**src/rtl/sram_b_pkg.sv**
```systemverilog
// Shared definitions for the SRAM_B controller: geometry constants, the burst
// FSM state encoding and the wrap-around address increment.
package sram_b_pkg;

  localparam int WORDS  = 56;
  localparam int DATA_W = 130;
  localparam int ADDR_W = $clog2(WORDS);

  typedef enum logic [1:0] {
    IDLE  = 2'd0,
    READ  = 2'd1,
    DRAIN = 2'd2
  } state_t;

  // Next address in the buffer; the last word wraps back to word 0.
  function automatic logic [ADDR_W-1:0] wrap_inc(input logic [ADDR_W-1:0] addr);
    if (addr == ADDR_W'(WORDS - 1)) begin
      return '0;
    end
    return addr + ADDR_W'(1);
  endfunction

endpackage

```
**src/rtl/sram_b_arb.sv**
```systemverilog
// Two-requester grant logic for the single SRAM_B port (read issue vs write).
// Build option SRAM_B_RR_EN: when defined, read issue and write alternate on
// contention during READ (read first after reset or burst start); otherwise a
// read issue always wins and writes wait until the port is free.
module sram_b_arb
  import sram_b_pkg::*;
(
`ifdef SRAM_B_RR_EN
  input  logic   clk,
  input  logic   rst,
  input  logic   start,
`endif
  input  state_t state,
  input  logic   rd_req,
  input  logic   wr_req,
  output logic   rd_gnt,
  output logic   wr_gnt
);

`ifdef SRAM_B_RR_EN
  logic favour_rd;

  // Round-robin pointer: flips after every contended READ cycle.
  always_ff @(posedge clk) begin
    if (rst || start) begin
      favour_rd <= 1'b1;
    end else if (state == READ && rd_req && wr_req) begin
      favour_rd <= ~favour_rd;
    end
  end

  // Grant: alternate on contention in READ, otherwise serve whoever asks.
  always_comb begin
    rd_gnt = 1'b0;
    wr_gnt = 1'b0;
    if (state == READ) begin
      if (rd_req && wr_req) begin
        rd_gnt = favour_rd;
        wr_gnt = ~favour_rd;
      end else begin
        rd_gnt = rd_req;
        wr_gnt = wr_req;
      end
    end else begin
      wr_gnt = wr_req;
    end
  end
`else
  // Grant: the read stream owns the port for the whole READ state.
  always_comb begin
    rd_gnt = rd_req && (state == READ);
    wr_gnt = wr_req && (state != READ);
  end
`endif

endmodule

```
**src/rtl/sram_b_ctrl.sv**
```systemverilog
// SRAM_B sequencing controller: shares one single-port SRAM between a word
// loader (wr_*) and a burst reader (rd_*), generates wrapping burst addresses
// and aligns the 1-cycle SRAM read data with rd_data_valid / rd_last.
// Build option SRAM_B_RR_EN selects round-robin read/write arbitration during
// READ (see sram_b_arb); the default build gives reads fixed priority.
//
// Handshake: a write transfers on a rising edge where wr_valid && wr_ready;
// wr_ready is combinational and the word lands in the SRAM at that same edge.
// The read side has no backpressure: every cycle rd_data_valid is high the
// consumer must take rd_data, and rd_last marks the final word of the burst.
//
// The wrap increment comes from sram_b_pkg, so WORDS/ADDR_W are expected to
// stay at their package values.
module sram_b_ctrl #(
  parameter int WORDS  = sram_b_pkg::WORDS,
  parameter int DATA_W = sram_b_pkg::DATA_W,
  parameter int ADDR_W = $clog2(WORDS)
) (
  input  logic              clk,
  input  logic              rst,
  input  logic              wr_valid,
  output logic              wr_ready,
  input  logic [ADDR_W-1:0] wr_addr,
  input  logic [DATA_W-1:0] wr_data,
  input  logic              rd_start,
  input  logic [ADDR_W-1:0] rd_base,
  input  logic [ADDR_W:0]   rd_len,
  output logic              rd_busy,
  output logic              rd_data_valid,
  output logic [DATA_W-1:0] rd_data,
  output logic              rd_last,
  output logic              sram_we,
  output logic [ADDR_W-1:0] sram_addr,
  output logic [DATA_W-1:0] sram_din,
  input  logic [DATA_W-1:0] sram_dout
);

  import sram_b_pkg::state_t;
  import sram_b_pkg::IDLE;
  import sram_b_pkg::READ;
  import sram_b_pkg::DRAIN;
  import sram_b_pkg::wrap_inc;

  localparam logic [ADDR_W:0] LEN_ONE = (ADDR_W+1)'(1);
  localparam logic [ADDR_W:0] LEN_MAX = (ADDR_W+1)'(WORDS);

  state_t            state;
  logic [ADDR_W-1:0] issue_ptr;
  logic [ADDR_W:0]   remaining;
  logic              dv_q;
  logic              last_q;

  logic              rd_req;
  logic              wr_req;
  logic              rd_gnt;
  logic              wr_gnt;
  logic              burst_start;
  logic [ADDR_W:0]   len_clamped;

  // Oversized bursts read the whole buffer once; zero-length starts are dropped.
  assign len_clamped = (rd_len > LEN_MAX) ? LEN_MAX : rd_len;
  assign burst_start = !rst && (state == IDLE) && rd_start && (rd_len != '0);
  assign rd_req      = !rst && (state == READ);
  assign wr_req      = !rst && wr_valid;

  sram_b_arb u_arb (
`ifdef SRAM_B_RR_EN
    .clk    (clk),
    .rst    (rst),
    .start  (burst_start),
`endif
    .state  (state),
    .rd_req (rd_req),
    .wr_req (wr_req),
    .rd_gnt (rd_gnt),
    .wr_gnt (wr_gnt)
  );

  // Burst FSM, issue pointer / remaining count and the valid/last pipeline.
  always_ff @(posedge clk) begin
    if (rst) begin
      state     <= IDLE;
      issue_ptr <= '0;
      remaining <= '0;
      dv_q      <= 1'b0;
      last_q    <= 1'b0;
    end else begin
      dv_q   <= rd_gnt;
      last_q <= rd_gnt && (remaining == LEN_ONE);
      case (state)
        IDLE: begin
          if (burst_start) begin
            issue_ptr <= rd_base;
            remaining <= len_clamped;
            state     <= READ;
          end
        end
        READ: begin
          if (rd_gnt) begin
            issue_ptr <= wrap_inc(issue_ptr);
            remaining <= remaining - LEN_ONE;
            if (remaining == LEN_ONE) begin
              state <= DRAIN;
            end
          end
        end
        DRAIN: begin
          state <= IDLE;
        end
        default: begin
          state <= IDLE;
        end
      endcase
    end
  end

  // SRAM port mux: read issue, granted write, or an idle port driven to zero.
  always_comb begin
    sram_we   = wr_gnt;
    sram_addr = '0;
    sram_din  = '0;
    if (rd_gnt) begin
      sram_addr = issue_ptr;
    end else if (wr_gnt) begin
      sram_addr = wr_addr;
      sram_din  = wr_data;
    end
  end

  assign wr_ready      = wr_gnt;
  assign rd_busy       = !rst && (state != IDLE);
  assign rd_data_valid = !rst && dv_q;
  assign rd_last       = !rst && last_q;
  assign rd_data       = sram_dout;

endmodule

```
**config.mk**
```make
export PLATFORM = sky130hd
export DESIGN_NAME = sram_b_ctrl
export DESIGN_NICKNAME = d
export VERILOG_FILES = /design/src/rtl/sram_b_pkg.sv /design/src/rtl/sram_b_arb.sv /design/src/rtl/sram_b_ctrl.sv
export SDC_FILE = /design/constraint.sdc
export NUM_CORES = 1
export LEC_CHECK = 0
export ABC_AREA = 1
export CORE_AREA = 5 5 213 215
export CTS_BUF_LIST = sky130_fd_sc_hd__clkbuf_4 sky130_fd_sc_hd__clkbuf_8 sky130_fd_sc_hd__clkbuf_16
export DETAILED_ROUTE_END_ITERATION = 8
export DIE_AREA = 0 0 218 220
export SYNTH_ARGS = -nofsm -noshare
export SYNTH_HDL_FRONTEND = slang
export SYNTH_SLANG_ARGS = --single-unit
```
**constraint.sdc**
```tcl
create_clock -name clk -period 1.7 [get_ports clk]
set_input_delay 0.425 -clock clk [delete_from_list [all_inputs] [get_ports clk]]
set_output_delay 0.425 -clock clk [all_outputs]
set_load 0.02 [all_outputs]
```
# After elaboration in Yosys (flattened, before gate mapping)
# Cells that the tools add are included.
# W data, S select, Z words.
[word_totals]
reg_bits = 17
output_inout_bits = 271
wordCells = 54
input_bits = 283
[classes]
eq_ne = 7
n_reduce_logical = 18
n_lt_le_gt_ge = 1
add_sub_neg = 2
mux = 21
[ops]
columns = ["operator", "count"]
rows = [
  ["$mux W130", 2],
  ["$mux W6", 6],
  ["$mux W7", 3],
  ["$pmux W7 S2", 1],
  ["$pmux W6 S2", 1],
  ["$logic_and A1 B1 Y1", 11],
  ["$eq A7 B1 Y1 const B", 1],
  ["$gt A7 B6 Y1 const B", 1],
  ["$reduce_bool A7 Y1", 1],
  ["$sub A7 B1 Y7 const B", 1],
  ["$add A6 B1 Y6 const B", 1],
  ["$eq A6 B6 Y1 const B", 1],
  ["$mux W2", 3],
  ["$reduce_and A3 Y1", 2],
  ["$mux W1", 4],
  ["$ne A2 B1 Y1 const B", 2],
  ["$ne A2 B2 Y1 const B", 2],
  ["$pmux W2 S2", 1],
  ["$reduce_bool A2 Y1", 2],
  ["$eq A2 B1 Y1 const B", 1],
  ["$logic_not A2 Y1", 1],
  ["$logic_not A1 Y1", 1],
]

# Longest topological paths before layout
# Gate-level depths: netlist of the first run.
[logic_depth]
ltp_word = 9
mapped_depth = 8

# By module
# From an unflattened synthesis of the first run, not the netlist that was laid out.
[hier_totals]
hier_cells = 643
area_unflattened_um2 = 3453.3
[modules_own_cells]
columns = ["module", "seq_area_each_um2", "cells_each", "instances", "area_each_um2"]
rows = [
  ["sram_b_ctrl", 340.3, 637, 1, 3427.0],
  ["sram_b_arb", 0.0, 6, 1, 26.3],
]

# Least setup slack after synthesis of the first run
# Ideal clock, no wire load.
[synth_path]
path_kind = "flip-flop to output port"
from = "reg state[0]"
to = "out sram_addr[0]"
arrival_ns = 1.328
path_stages_with_launch = 6
path_buffers = 1
setup_slack_ns = -0.053
required_time_ns = 1.275
cell_sequence = "dfxtp_1 -> inv_2 -> nor2_4 -> nand2_4 -> buf_2 -> o21ai_0"
[synth_via]
elab_chain_len = 4
elab_cells_between_ends = 7
classes_between = "2 x eq/ne; 2 x mux; 3 x reduce/logical"
[synth_rtl]
columns = ["element", "line", "text"]
rows = [
  ["start: declaration", "sram_b_ctrl.sv:47", "state_t state;"],
  ["start signal: assignment", "sram_b_ctrl.sv:82", "state <= IDLE;"],
  ["start signal: assignment", "sram_b_ctrl.sv:95", "state <= READ;"],
  ["start signal: assignment", "sram_b_ctrl.sv:103", "state <= DRAIN;"],
  ["$ne A2 B1 Y1 or $eq A2 B1 Y1 (tied branches)", "sram_b_arb.sv:52, sram_b_arb.sv:51, sram_b_ctrl.sv:63", ""],
  ["$logic_and A1 B1 Y1, on equally long branches", "sram_b_arb.sv:52, sram_b_ctrl.sv:63", ""],
  ["$mux W6 or $logic_and A1 B1 Y1 (tied branches)", "sram_b_ctrl.sv:124, sram_b_arb.sv:51", ""],
  ["$mux W6 (*)", "sram_b_ctrl.sv:122", "if (rd_gnt) begin"],
  ["end: declaration", "sram_b_ctrl.sv:33", "output logic [ADDR_W-1:0] sram_addr,"],
]
# Mark *: on every way between the ends. The rest lies on a longest branch, timed or not.

# Worst setup path after layout of the first run
[layout_path]
from = "in wr_valid"
to = "out sram_din[108]"
[layout_via]
elab_chain_len = 4
[layout_rtl]
columns = ["element", "line", "text"]
rows = [
  ["start: declaration", "sram_b_ctrl.sv:21", "input logic wr_valid,"],
  ["$logic_and A1 B1 Y1", "sram_b_ctrl.sv:64", "assign wr_req = !rst && wr_valid;"],
  ["$logic_and A1 B1 Y1", "sram_b_arb.sv:52", "wr_gnt = wr_req && (state != READ);"],
  ["$mux W130", "sram_b_ctrl.sv:124", "end else if (wr_gnt) begin"],
  ["$mux W130", "sram_b_ctrl.sv:122", ""],
  ["end: declaration", "sram_b_ctrl.sv:34", "output logic [DATA_W-1:0] sram_din,"],
]
# Every way passes these cells.

==> results of run 1 <==
-- layer usage --
layer	wire [µm]	track usage, %	vias up
met5	126	0.833	-
met4	845	3.45	12
met3	4270	6.73	54
met2	11000	14.0	398
met1	8280	9.29	1997
li1	-	-	2066
-- metrics by stage --
stage	power, µW	area [µm²]	TNS (ns)
CTS	3120	7420	-31.32
global placement	2180	6290	-112.95
finish	3150	7640	-25.12
global route	3350	7630	-33.94
floorplan	1710	3370	-0.317
detailed placement	2200	6290	-113.04
-- cell families (layout without fill, tap and decap cells) --
logic type	count (synthesis)	in the layout	share of synthesized area (%)
xor+xnor	1	1	0.260
compound gates	23	23	3.82
buf+inv	309	535	51.9
other cells	0	8	0
fa+ha+maj	3	3	1.11
simple gates	263	263	32.9
flops	17	17	10.1
-- sequential cells by signal, indices dropped and copies added, names as in the netlist --
name and cells:
dv_q 1, state 2, last_q 1, remaining 7
issue_ptr 6
-- power groups by stage --
stage / clock [µW] / sequential (µW) / combinational, µW
after floorplan: 0 / 487 / 1220
after global placement: 0 / 483 / 1700
after detailed placement: 0 / 486 / 1720
after CTS: 506 / 480 / 2130
after global routing: 516 / 487 / 2350
final: 489 / 480 / 2180
-- final cells by class --
type / instances / share of cell area (%)
Tap cell: 592 / 9.70
Multi-Input combinational cell: 290 / 25.5
Antenna cell: 8 / 0.262
Sequential cell: 17 / 4.49
Clock buffer: 4 / 1.08
Timing Repair Buffer: 372 / 51.1
Inverter: 159 / 7.88
-- final timing paths --
| kind | cells after the start | from | end | slack, ns |
|---|---|---|---|---|
| worst max-delay path | 8 | wr_valid | sram_din[108] | -0.29 |
| worst min-delay path | 4 | issue_ptr[0] | issue_ptr[0] | 0.59 |
| worst max register to register | 9 | state[0] | remaining[2] | 0.20 |
| worst min register to register | 4 | issue_ptr[0] | issue_ptr[0] | 0.59 |
-- worst max-delay path, cell delays in order --
cell and delay, ns:
sky130_fd_sc_hd__dlygate4sd2_1 0.24, sky130_fd_sc_hd__nand3_4 0.10, sky130_fd_sc_hd__buf_12 0.15, sky130_fd_sc_hd__buf_16 0.15, sky130_fd_sc_hd__buf_8 0.16, sky130_fd_sc_hd__buf_6 0.12, sky130_fd_sc_hd__nor2_4 0.09, sky130_fd_sc_hd__buf_6 0.13
-- cells in the mapped netlist, drive strengths merged --
| master | n |
|---|---|
| nand2 | 58 |
| buf | 146 |
| inv | 159 |
| nand3 | 21 |
| o21bai | 1 |
| dfxtp | 17 |
| o21ai | 18 |
| nand4 | 4 |
| clkbuf | 4 |
| a21oi | 4 |
| ha | 3 |
| nand3b | 1 |
| nor2 | 179 |
| xnor2 | 1 |
-- timing repair --
| item | CTS | global route |
|---|---|---|
| gates resized for setup | 871 | 67 |
| buffers inserted | 32 | 8 |
| endpoints found under the setup margin | 154 | 141 |
| gates cloned | 6 | 1 |
| pin swaps | 6 | 6 |
==> flow_metrics.env, run 1 <==
export IMPL_clock_skew_ns=0.00130
export IMPL_wl_per_cell_um=17.0
export IMPL_failed_checks="setup timing"
export IMPL_syn_num_nets=902
export IMPL_cts_htree_levels=1
export IMPL_mappedNetlistArea_um2=3370
export IMPL_grt_overflow=0
export IMPL_timing_final_max_slew_violations=0
export IMPL_first_global_vias=4472
export IMPL_syn_mean_instance_area_um2=5.47
export IMPL_die_area_um2=48000
export IMPL_detailed_route_vias_per_instance=3.14
export IMPL_dr_first_iter_drc_count=205
export IMPL_seq_power_share_pct=15.3
export IMPL_grt_first_pass_wirelength_mm=31.2
export IMPL_synth_cell_type_count=23
export IMPL_finish_net_count=1129
export IMPL_worst_pin_slew_ns=0.327
export IMPL_gp_routability_congestion=0.843
export IMPL_irDropWorstVdd_mv=0.382
export IMPL_grt_antenna_before_repair=15
export IMPL_floorplan_io_pins=554
export IMPL_die_w_um=218
export IMPL_yosysTopAreaCell="sky130_fd_sc_hd__buf_4"
export IMPL_setup_worst_path_start_class="input port"
export IMPL_core_rowCount=77
export IMPL_min_delay_path_class="register to register"
export IMPL_crit_path_end_kind="output port"
export IMPL_finalWorstPathRequiredPeriod_ns=1.99
export IMPL_internal_cell_power_uw=1880
export IMPL_fp_coreArea_um2=43500
export IMPL_multi_input_area_um2=1950
export IMPL_switchingPower_uw=1270
export IMPL_postLayoutSetupSlackWorst_ns=-0.294
export IMPL_cap_viol_max_count=0
export IMPL_leakage_uw=0.00363
export IMPL_grt_setup_unrepaired="yes"
export IMPL_layout_commonest_cell="sky130_fd_sc_hd__inv_1"
export IMPL_max_clock_freq_mhz=502
export IMPL_ys_warnings_count=0
export IMPL_cts_inserted_buffers=3
export IMPL_synth_yosys_seq_area_share_pct=10.1
export IMPL_layout_worst_path_cycle_share_pct=117
export IMPL_ctsHoldBuffers=0
export IMPL_io_buffers=293
export IMPL_clock_power_share_pct=15.6
export IMPL_leading_post_synthesis_cells_by_cell_area="sky130_fd_sc_hd__buf_4 29%, sky130_fd_sc_hd__nor2_1 20%, sky130_fd_sc_hd__inv_1 17%"
export IMPL_final_hold_worst_slack_ns=0.594
export IMPL_clk_insertion_delay_late_ns=0.25
export IMPL_switching_share_pct=40.3
export IMPL_wl_mm=24.5
export IMPL_setup_viol_count_final=138
export IMPL_p_comb_share_pct=69.2
export IMPL_power_per_cell_area_nw_per_um2=412
export IMPL_number_of_standard_cells_in_the_final_layout_excluding_fillers=1442
export IMPL_postSynthRegisterBits=17
export IMPL_highest_net_fanout_along_the_worst_path=7
export IMPL_detail_route_antenna_nets=0
export IMPL_tritoncts="yes"
export IMPL_clock_sinks=17
export IMPL_dpl_hpwl_mm=19.2
export IMPL_clock_tree_buffer_depth=2
export IMPL_synthDominantCellAreaShare_pct=29.4
export IMPL_clock_tree_root_cell="sky130_fd_sc_hd__clkbuf_16"
export IMPL_clock_input_transition_at_the_sequential_cells_of_the_worst_setup_and_hold_paths_ns=0.05
export IMPL_floorplan_initialDensity_pct=7.74
export IMPL_timing_critical_path_arrival_ns=1.57
export IMPL_synth_cells=616
export IMPL_outcome="finished with violations"
export IMPL_worst_endpoint_required_ns=1.27
export IMPL_report_final_hold_viol_count=0
export IMPL_grt_start_max_net_pins=19
export IMPL_register_area_um2=343
export IMPL_n_fill_cell=4960
export IMPL_most_common_layout_cells="153 x sky130_fd_sc_hd__inv_1, 149 x sky130_fd_sc_hd__clkdlybuf4s50_1, 101 x sky130_fd_sc_hd__buf_6"
export IMPL_aggregate_global_route_resource_usage_pct=9.02
export IMPL_vias=4527
export IMPL_place_detailed_instances=1388
export IMPL_area_growth_pct=127
export IMPL_slew_headroom_pct=78.2
export IMPL_dp_worst_setup_slack_ns=-0.951
export IMPL_route_detailed_drc=0
export IMPL_drt_pass1_iterations=4
export IMPL_final_core_util_pct=17.5
export IMPL_die_height_um=220
export IMPL_post_route_cells_drive_above_1_share_pct=41.3
export IMPL_criticalPathCategory="input port to output port"
(Power assumes the default switching activity.)
==> run 2, diff against run 1 <==
Settings changed: MAX_ROUTING_LAYER set to met4.
==> run 2 against run 1 <==
  * The flow still finishes with violations (setup timing)
  * Utilization is essentially flat
  * Global-route usage grew 0.24 points
  * Sequential share of layout area is essentially flat
  * Final area grew 0.20%
  * Setup slack lost 0.0019 ns
  * Total power is essentially flat
  * Fmax is essentially flat
  * Via count shrank 0.20%
  * First-iteration DRC count grew 3.4%
  * Critical endpoint unchanged
  * Largest power group unchanged
==> flow_metrics.env, run 2 (same netlist as run 1, synthesis figures left out) <==
export IMPL_largest_register_ffs=7
export IMPL_route_detailed_drc=0
export IMPL_min_from="issue_ptr[0]"
export IMPL_most_common_layout_cells="153 x sky130_fd_sc_hd__inv_1, 149 x sky130_fd_sc_hd__clkdlybuf4s50_1, 101 x sky130_fd_sc_hd__buf_6"
export IMPL_vias=4518
export IMPL_dr_first_iter_drc_count=212
export IMPL_tritoncts="yes"
export IMPL_setup_worst_path_start_class="input port"
export IMPL_final_hold_worst_slack_ns=0.596
export IMPL_place_detailed_instances=1388
export IMPL_dpl_hpwl_mm=19.2
export IMPL_drt_pass1_iterations=4
export IMPL_timing_final_max_slew_violations=0
export IMPL_die_w_um=218
export IMPL_criticalPathCategory="input port to output port"
export IMPL_post_route_cells_drive_above_1_share_pct=41.3
export IMPL_grt_start_max_net_pins=19
export IMPL_detailed_route_vias_per_instance=3.12
export IMPL_clock_tree_buffer_depth=2
export IMPL_regMostFlops="remaining"
export IMPL_floorplan_initialDensity_pct=7.74
export IMPL_grt_antenna_before_repair=15
export IMPL_die_area_um2=48000
export IMPL_fp_coreArea_um2=43500
export IMPL_slew_headroom_pct=78.2
export IMPL_leakage_uw=0.00363
export IMPL_grt_setup_unrepaired="yes"
export IMPL_overall_power_after_layout_uw=3150
export IMPL_cts_inserted_buffers=3
export IMPL_min_delay_worst_endpoint="issue_ptr[0]"
export IMPL_timing_critical_path_arrival_ns=1.57
export IMPL_crit_path_top_delay_cell="sky130_fd_sc_hd__dlygate4sd2_1"
export IMPL_setup_slack_on_the_worst_flop_to_flop_path_ns=0.20
export IMPL_postLayoutSetupSlackWorst_ns=-0.296
export IMPL_worst_r2r_path_depth=9
export IMPL_worst_path_largest_cell_delay_ns=0.24
export IMPL_wl_per_cell_um=16.9
export IMPL_clock_skew_ns=0.00265
export IMPL_setup_viol_count_final=138
export IMPL_layout_worst_path_cycle_share_pct=117
export IMPL_worst_endpoint_required_ns=1.27
export IMPL_outcome="finished with violations"
export IMPL_finalWorstPathRequiredPeriod_ns=2.00
export IMPL_clock_input_transition_at_the_sequential_cells_of_the_worst_setup_and_hold_paths_ns=0.05
export IMPL_highest_net_fanout_along_the_worst_path=7
export IMPL_layout_top_registers="remaining: 7 flops, issue_ptr: 6 flops, state: 2 flops"
export IMPL_cp_common_cell="sky130_fd_sc_hd__buf_6"
export IMPL_failed_checks="setup timing"
export IMPL_area_growth_pct=127
export IMPL_max_clock_freq_mhz=501
export IMPL_finish_net_count=1129
export IMPL_grt_first_pass_wirelength_mm=31.1
export IMPL_worst_r2r_endpoint="remaining[2]"
export IMPL_cap_viol_max_count=0
export IMPL_clock_sinks=17
export IMPL_number_of_standard_cells_in_the_final_layout_excluding_fillers=1448
export IMPL_r2r_start="state[0]"
export IMPL_n_fill_cell=4957
export IMPL_first_global_vias=4472
export IMPL_final_core_util_pct=17.6
export IMPL_floorplan_io_pins=554
export IMPL_irDropWorstVdd_mv=0.383
export IMPL_power_per_cell_area_nw_per_um2=411
export IMPL_grt_overflow=0
export IMPL_min_delay_path_class="register to register"
export IMPL_report_final_hold_viol_count=0
export IMPL_detail_route_antenna_nets=0
export IMPL_layout_commonest_cell="sky130_fd_sc_hd__inv_1"
export IMPL_core_rowCount=77
export IMPL_io_buffers=293
export IMPL_worst_pin_slew_ns=0.327
export IMPL_path_cells="dlygate4sd2_1 -> nand3_4 -> buf_12 -> buf_16 -> buf_8 -> buf_6 -> nor2_4 -> buf_6"
export IMPL_clock_tree_root_cell="sky130_fd_sc_hd__clkbuf_16"
export IMPL_clk_insertion_delay_late_ns=0.25
export IMPL_gp_routability_congestion=0.856
export IMPL_crit_path_end_kind="output port"
export IMPL_die_height_um=220
export IMPL_hold_depth=4
export IMPL_aggregate_global_route_resource_usage_pct=9.26
export IMPL_wl_mm=24.4
export IMPL_cts_htree_levels=1
## run 2: cell types whose count changed in the layout (fill, tap and decap cells not counted)
cell,previous run,this run
sky130_fd_sc_hd__diode_2,8,14
## run 2: routing by layer
| layer | part of all wire (%) | global-route usage [%] |
|---|---|---|
| met2 | 45 | 13.9 |
| met1 | 35 | 9.59 |
| met5 | 0 | - |
| met3 | 17 | 6.32 |
| met4 | 3.6 | 3.45 |
## run 2: worst max-delay path, delay by kind of cell
family,cells,cell delay [ns]
buf+inv,6,0.94
simple gates,2,0.19
## run 2: cell type report
cell class              count  area [µm²]  area share (%)
repair buffers            372        3910            51.0
multi-input cells         290        1950            25.4
well taps                 592         741            9.68
inverters                 159         602            7.86
flip-flops and latches     17         343            4.48
clock buffers               4        82.6            1.08
diodes                     14        35.0           0.458
## run 2: repair_timing
action                     in CTS  in global routing
setup endpoints to repair     154                142
resized for setup             871                 67
cloned                          6                  1
setup buffers                  32                  8
hold buffers                    0                  0
pin swaps                       6                  6
## run 2: per-stage QoR
step	cell area [µm²]	setup WS (ns)	setup TNS [ns]
4_1_cts	7420	-0.344	-31.32
5_1_grt	7640	-0.344	-33.93
3_3_place_gp	6290	-0.927	-112.95
2_1_floorplan	3370	-0.0529	-0.317
3_5_place_dp	6290	-0.951	-113.04
6_report	7650	-0.296	-25.11
## run 2: worst max-delay path by stage
stage                        start            end  slack (ns)  depth (start not counted)
after detailed placement       rst  sram_din[100]       -0.95                          7
after floorplan           state[0]   sram_addr[0]       -0.05                          5
after global placement         rst  sram_din[125]       -0.93                          7
after CTS                 state[1]  sram_din[100]       -0.34                          8
final                     wr_valid  sram_din[108]       -0.30                          8
after global routing      state[1]  sram_din[108]       -0.34                          9
## run 2: power breakdown
part           leakage, µW  switching, µW  internal (µW)
registers         0.000141           31.2            449
logic              0.00345           1080           1090
clock network    0.0000417            159            334
total              0.00363           1270           1880
